`config.mk`:
```
export PLATFORM = sky130hd
export DESIGN_NAME = drop_engine
export DESIGN_NICKNAME = d
export VERILOG_FILES = /design/src/rtl/drop_engine.sv
export SDC_FILE = /design/constraint.sdc
export NUM_CORES = 1
export LEC_CHECK = 0
export BUFFER_PORTS_ARGS = -buffer_cell sky130_fd_sc_hd__buf_2
export CELL_PAD_IN_SITES_DETAIL_PLACEMENT = 1
export CELL_PAD_IN_SITES_GLOBAL_PLACEMENT = 2
export CORE_MARGIN = 3
export CORE_UTILIZATION = 28
export DETAILED_ROUTE_END_ITERATION = 12
export PLACE_DENSITY = 0.69
export SETUP_SLACK_MARGIN = 0.5
export SLEW_MARGIN = 25
export SYNTH_ARGS = -nofsm -noshare
export SYNTH_HDL_FRONTEND = slang
export SYNTH_SLANG_ARGS = --single-unit
```
`constraint.sdc`:
```
create_clock -name clk -period 13.53 [get_ports clk]
set_input_delay 2.0295 -clock clk [delete_from_list [all_inputs] [get_ports clk]]
set_output_delay 2.0295 -clock clk [all_outputs]
set_load 0.1 [all_outputs]
```
`src/rtl/drop_engine.sv`:
```
// Hard-drop / gravity engine: lowers a snapshotted brick one row per step until it lands.
// Optional macro DROP_TICK_EN adds a drop_tick input that paces each step for animated falls.

`ifndef POS_LEN
`define POS_LEN 10
`endif
`ifndef BRICK_LEN
`define BRICK_LEN 3
`endif
`ifndef DIR_LEN
`define DIR_LEN 2
`endif

// Expands an origin/type/rotation into four cells; offsets are non-negative from the bottom-left origin.
module brick #(
  parameter int COL_BITS = 5,
  parameter int POS_W    = `POS_LEN
) (
  input  logic [POS_W-1:0]          pos,
  input  logic [`BRICK_LEN-1:0]     brick_type,
  input  logic [`DIR_LEN-1:0]       dir,
  output logic [POS_W-COL_BITS:0]   cell_row [4],
  output logic [COL_BITS:0]         cell_col [4]
);
  localparam int RW = POS_W - COL_BITS + 1;
  localparam int CW = COL_BITS + 1;

  // Each nibble is one cell as {row_offset[1:0], col_offset[1:0]}, cell 0 in the top nibble.
  logic [15:0] offs;
  logic [3:0]  nib;

  always_comb begin
    offs = 16'h0145;
    case (brick_type)
      3'd0: offs = dir[0] ? 16'h048C : 16'h0123;
      3'd1: offs = 16'h0145;
      3'd2: case (dir)
              2'd0: offs = 16'h0125;
              2'd1: offs = 16'h0485;
              2'd2: offs = 16'h4561;
              default: offs = 16'h1594;
            endcase
      3'd3: offs = dir[0] ? 16'h4815 : 16'h0156;
      3'd4: offs = dir[0] ? 16'h0459 : 16'h4512;
      3'd5: case (dir)
              2'd0: offs = 16'h0124;
              2'd1: offs = 16'h0489;
              2'd2: offs = 16'h4562;
              default: offs = 16'h0159;
            endcase
      3'd6: case (dir)
              2'd0: offs = 16'h0126;
              2'd1: offs = 16'h0148;
              2'd2: offs = 16'h0456;
              default: offs = 16'h8159;
            endcase
      default: offs = 16'h0145;
    endcase
  end

  always_comb begin
    nib = 4'h0;
    for (int i = 0; i < 4; i++) begin
      nib = offs[15-4*i -: 4];
      cell_row[i] = {1'b0, pos[POS_W-1:COL_BITS]} + RW'(nib[3:2]);
      cell_col[i] = {1'b0, pos[COL_BITS-1:0]} + CW'(nib[1:0]);
    end
  end
endmodule

module drop_engine #(
  parameter int BOARD_W  = 10,
  parameter int BOARD_H  = 20,
  parameter int COL_BITS = 5,
  parameter int CNT_W    = 5
) (
  input  logic                         clk,
  input  logic                         rst,
  input  logic                         start,
`ifdef DROP_TICK_EN
  input  logic                         drop_tick,
`endif
  input  logic [BOARD_W*BOARD_H-1:0]   cur_board,
  input  logic [`POS_LEN-1:0]          pos,
  input  logic [`BRICK_LEN-1:0]        brick_type,
  input  logic [`DIR_LEN-1:0]          dir,
  output logic                         busy,
  output logic                         done,
  output logic [`POS_LEN-1:0]          new_pos,
  output logic [CNT_W-1:0]             rows_dropped
);
  localparam int POS_W = `POS_LEN;
  localparam int RW    = POS_W - COL_BITS + 1;
  localparam int CW    = COL_BITS + 1;
  localparam int CELLS = BOARD_W * BOARD_H;
  localparam int IDX_W = $clog2(CELLS);
  localparam logic [CW-1:0] BOARD_W_C = CW'(BOARD_W);
  localparam logic [RW-1:0] BOARD_H_R = RW'(BOARD_H);

  localparam logic [1:0] IDLE  = 2'd0;
  localparam logic [1:0] LOAD  = 2'd1;
  localparam logic [1:0] PROBE = 2'd2;
  localparam logic [1:0] DONE  = 2'd3;

  logic [1:0]            state;
  logic [CELLS-1:0]      snap_board;
  logic [POS_W-1:0]      snap_pos;
  logic [`BRICK_LEN-1:0] snap_type;
  logic [`DIR_LEN-1:0]   snap_dir;
  logic [POS_W-1:0]      probe;
  logic [CNT_W-1:0]      cnt;

  logic [RW-1:0]         cell_row [4];
  logic [CW-1:0]         cell_col [4];
  logic [RW-1:0]         below_row;
  logic [IDX_W-1:0]      idx;
  logic                  step_legal;
  logic                  step_en;

  brick #(.COL_BITS(COL_BITS), .POS_W(POS_W)) u_brick (
    .pos        (probe),
    .brick_type (snap_type),
    .dir        (snap_dir),
    .cell_row   (cell_row),
    .cell_col   (cell_col)
  );

`ifdef DROP_TICK_EN
  assign step_en = drop_tick;
`else
  assign step_en = 1'b1;
`endif

  assign busy = (state != IDLE);

  // A row-0 cell blocks before the subtraction is used, so below_row never wraps into a board index.
  always_comb begin
    step_legal = 1'b1;
    below_row  = '0;
    idx        = '0;
    for (int i = 0; i < 4; i++) begin
      below_row = cell_row[i] - RW'(1);
      idx       = '0;
      if (cell_row[i] == '0 || cell_col[i] >= BOARD_W_C) begin
        step_legal = 1'b0;
      end else if (below_row < BOARD_H_R) begin
        idx = IDX_W'(below_row) * IDX_W'(BOARD_W) + IDX_W'(cell_col[i]);
        if (snap_board[idx]) step_legal = 1'b0;
      end
    end
  end

  // Results are latched on the PROBE->DONE edge so they are already valid while done is high.
  always_ff @(posedge clk) begin
    if (rst) begin
      state        <= IDLE;
      snap_board   <= '0;
      snap_pos     <= '0;
      snap_type    <= '0;
      snap_dir     <= '0;
      probe        <= '0;
      cnt          <= '0;
      new_pos      <= '0;
      rows_dropped <= '0;
      done         <= 1'b0;
    end else begin
      done <= 1'b0;
      case (state)
        IDLE: begin
          if (start) begin
            snap_board <= cur_board;
            snap_pos   <= pos;
            snap_type  <= brick_type;
            snap_dir   <= dir;
            state      <= LOAD;
          end
        end
        LOAD: begin
          probe <= snap_pos;
          cnt   <= '0;
          state <= PROBE;
        end
        PROBE: begin
          if (step_en) begin
            if (step_legal) begin
              probe <= probe - (POS_W'(1) << COL_BITS);
              cnt   <= cnt + CNT_W'(1);
            end else begin
              new_pos      <= probe;
              rows_dropped <= cnt;
              done         <= 1'b1;
              state        <= DONE;
            end
          end
        end
        default: state <= IDLE;
      endcase
    end
  end
endmodule
```
==> key figures <==
Min path
  • Hold path cells: 2
  • HP Class: flip-flop to flip-flop
  • Hold Crit Start: snap_pos[8]
  • Hold EP: snap_pos[8]

Global route
  • Global-route wire length before repair: 111,000 um
  • All-layer global routing usage: 20.1%
  • Largest net degree at the start of global routing: 98
  • Gr busiest metal: met2
  • Met2 usage: 36.6%
  • Number of global-route vias before repair: 18,006
  • GR Util met1: 25.5%
  • Initial antenna violation count: 0
  • Overflow left after global routing: 0
  • Met3 Use GR: 2.11%

STA
  • Worst setup margin: 5330 ps
  • Hold Vio Cnt, Final: 0
  • RSZ-0062 raised after global routing: no
  • Worst Skew: 35.4 ps
  • Fin Setup TNS: 0 ps
  • Setup violations, final: 0
  • Tcrit/Tclk final: 60.6%
  • Min Clock Period, post-route: 8200 ps
  • F_max: 122 MHz
  • Slew of the pin with the lowest slew margin: 995 ps
  • Max Slew Vio Count: 0
  • Slew margin rel.: 33.7%

Synthesis
  • Syn_area_per_cell: 9.01 um^2
  • Cell accounting for the most synthesized area: dfxtp_1
  • Yosys cell types: 82
  • Synthesized netlist cell count: 2,130
  • Top cells by area, synth: dfxtp_1 (26%), mux4_2 (23%), nand2_1 (9.9%)
  • Register area share after synthesis: 25.9%
  • Synthesized area: 19,200 um^2
  • Top cells by count, synth: nand2_1 (504), a21oi_1 (280), dfxtp_1 (248)
  • Top-count cell post-synth: nand2_1
  • Top FF cell, synth: dfxtp_1
  • EDFF count, synth: 0
  • Syn_nets: 2,444
  • Flops & latches, synth: 248
  • Ys async rst share: 0%
  • Post-synth top area share: 25.9%
  • Ys Warns: 0

Drt
  • DRT antenna net count: 0
  • DRT Pass-1 Iters: 6
  • Residual DRC count: 0
  • Vias/cell: 5.54
  • 1st-iter DRT viols: 1,109
  • Final wirelength: 73,300 um
  • Routed via count: 17,436
  • Drt wl/cell: 23.3 um

Clock network
  • Post-cts hold buffer count: 0
  • CTS tree: done
  • Post-CTS Resized: 0
  • Post-CTS setup buffers: 0
  • H-tree depth: 1
  • Clk root buf: clkbuf_16
  • Clock buffer count from CTS: 29
  • Clk_lat worst skew: 600 ps
  • Clock slew seen by the registers of the worst setup and hold paths: 60 ps
  • Clock buffer depth: 3
  • Clk sinks: 248

Layout
  • P&R area growth vs syn: 14.7%
  • Area of the multi-input gates: 13,400 um^2
  • Diode count: 0
  • Nets: 2,568
  • FF/Latch Area: 4960 um^2
  • Filler instances: 7,887
  • Share of layout cells above drive strength 1: 24.3%

Floorplanning
  • Starting density of the core: 28.4%
  • Die area: 71,700 um^2
  • Die W: 268 um
  • Rows: 95
  • Core area: 67,500 um^2
  • Chip height: 268 um
  • IO Pins: 235

Place
  • # port buffers: 234
  • Final GP Congestion: 0.890
  • DP HPWL: 54,900 um
  • Worst slack, placed: 5540 ps

Worst setup path
  • Worst EP arrival: 8650 ps
  • Crit Reg-Reg Endpoint: new_pos[2]
  • R2R Path Start: snap_dir[0]
  • Startpoint Class: flip-flop
  • R2R setup slack: 5330 ps
  • CP Class: flip-flop to flip-flop
  • CP required: 13,990 ps
  • Critical path endpoint category: flip-flop
  • Crit path max fanout: 16
  • Worst R2R Path Depth: 27
  • Crit path launch: snap_dir[0]

Job
  • MaxCap Viol Count: 0

Run status
  • Outcome: finished clean
==> placed cells by master (no fill, tap or decap), types with 6 or more instances in the layout <==
| cell | netlist | routed |
|---|---|---|
| dfxtp_1 | 248 | 248 |
| buf_4 | 10 | 28 |
| mux2i_1 | 40 | 40 |
| nand3b_1 | 11 | 11 |
| ha_1 | 82 | 74 |
| o22ai_1 | 10 | 10 |
| nand4_1 | 18 | 18 |
| nor2_1 | 71 | 71 |
| o21ai_0 | 48 | 48 |
| a21o_1 | 11 | 11 |
| nand2_1 | 504 | 503 |
| and3_1 | 14 | 14 |
| clkinv_2 | 0 | 6 |
| a211o_1 | 6 | 6 |
| nor2b_1 | 12 | 12 |
| inv_1 | 49 | 49 |
| a21oi_1 | 280 | 280 |
| o211ai_1 | 10 | 10 |
| clkbuf_16 | 0 | 29 |
| xor2_1 | 16 | 13 |
| ha_2 | 0 | 6 |
| nand3_1 | 84 | 84 |
| a31oi_1 | 11 | 11 |
| nand2b_1 | 12 | 12 |
| mux2_2 | 8 | 8 |
| xnor2_1 | 37 | 35 |
| or2_2 | 7 | 7 |
| mux4_2 | 199 | 199 |
| a22oi_1 | 11 | 11 |
| a211oi_1 | 16 | 16 |
| nor3_1 | 14 | 14 |
| buf_2 | 31 | 233 |
| fa_1 | 14 | 12 |
| mux4_1 | 10 | 10 |
==> stage by stage <==
| stage | area (um^2) | std cells | utilization (%) | hold WS [ps] |
|---|---|---|---|---|
| 6_report | 22000 | 3148 | 32.6 | 457 |
| 5_1_grt | 22000 | 3148 | 32.6 | 497 |
| 4_1_cts | 22000 | 3146 | 32.5 | 461 |
| 3_5_place_dp | 21000 | 3094 | 31.1 | 451 |
| 3_3_place_gp | 21000 | 3094 | 31.1 | 450 |
| 2_1_floorplan | 19200 | 2130 | - | 432 |
==> critical path: stages, from the launching register on <==
cell and delay, ps:
dfxtp_1 590, inv_1 260, ha_1 360, o32ai_1 350
a21oi_1 120, ha_1 250, fa_1 480, inv_1 90
ha_1 260, mux2_2 370, a32o_1 270, xnor2_1 410
inv_1 120, ha_1 340, inv_1 70, fa_1 540
inv_1 50, ha_1 290, nor3b_1 480, nor2_1 290
o311ai_0 380, o22ai_1 160, o2111ai_1 150, o41a_1 250
nand2_1 140, o21ai_4 640, mux2i_1 290, nor2_1 50
==> layer usage <==
metal  vias to the layer above  part of all wire, %
met4                         0                  2.6
met2                       428                   51
li1                       8085                    -
met1                      8837                   42
met3                        86                  3.9
met5                         -                    0
==> registers in the layout, indices dropped and copies added (netlist names) <==
signal / cells
snap_board: 200
new_pos: 10
state: 2
snap_pos: 10
rows_dropped: 5
snap_type: 3
cnt: 5
done: 1
snap_dir: 2
probe: 10
==> worst max path at each step <==
stage / to / slack [ps]
after floorplan: new_pos[0] / 6780
after global placement: new_pos[8] / 5760
after detailed placement: new_pos[2] / 5540
after CTS: new_pos[2] / 5460
after global routing: new_pos[8] / 4850
final: new_pos[2] / 5330
==> cells by family after synthesis <==
group / Yosys count / synth area share [%]
fa+ha+maj: 96 / 6.81
mux: 257 / 27.3
flops: 248 / 25.9
compound gates: 472 / 14.7
simple gates: 783 / 17.7
buf+inv: 220 / 5.12
xor+xnor: 54 / 2.54
==> layout make-up <==
| class | count | area share, % |
|---|---|---|
| Multi-Input combinational cell | 1662 | 60.7 |
| Sequential cell | 248 | 22.6 |
| Inverter | 49 | 0.836 |
| Timing Repair Buffer | 264 | 6.52 |
| Tap cell | 873 | 4.96 |
| Clock inverter | 13 | 0.705 |
| Clock buffer | 39 | 3.69 |
Power is not shown: default switching activity piles up to over one toggle a cycle in this logic, so the estimate is an artifact.
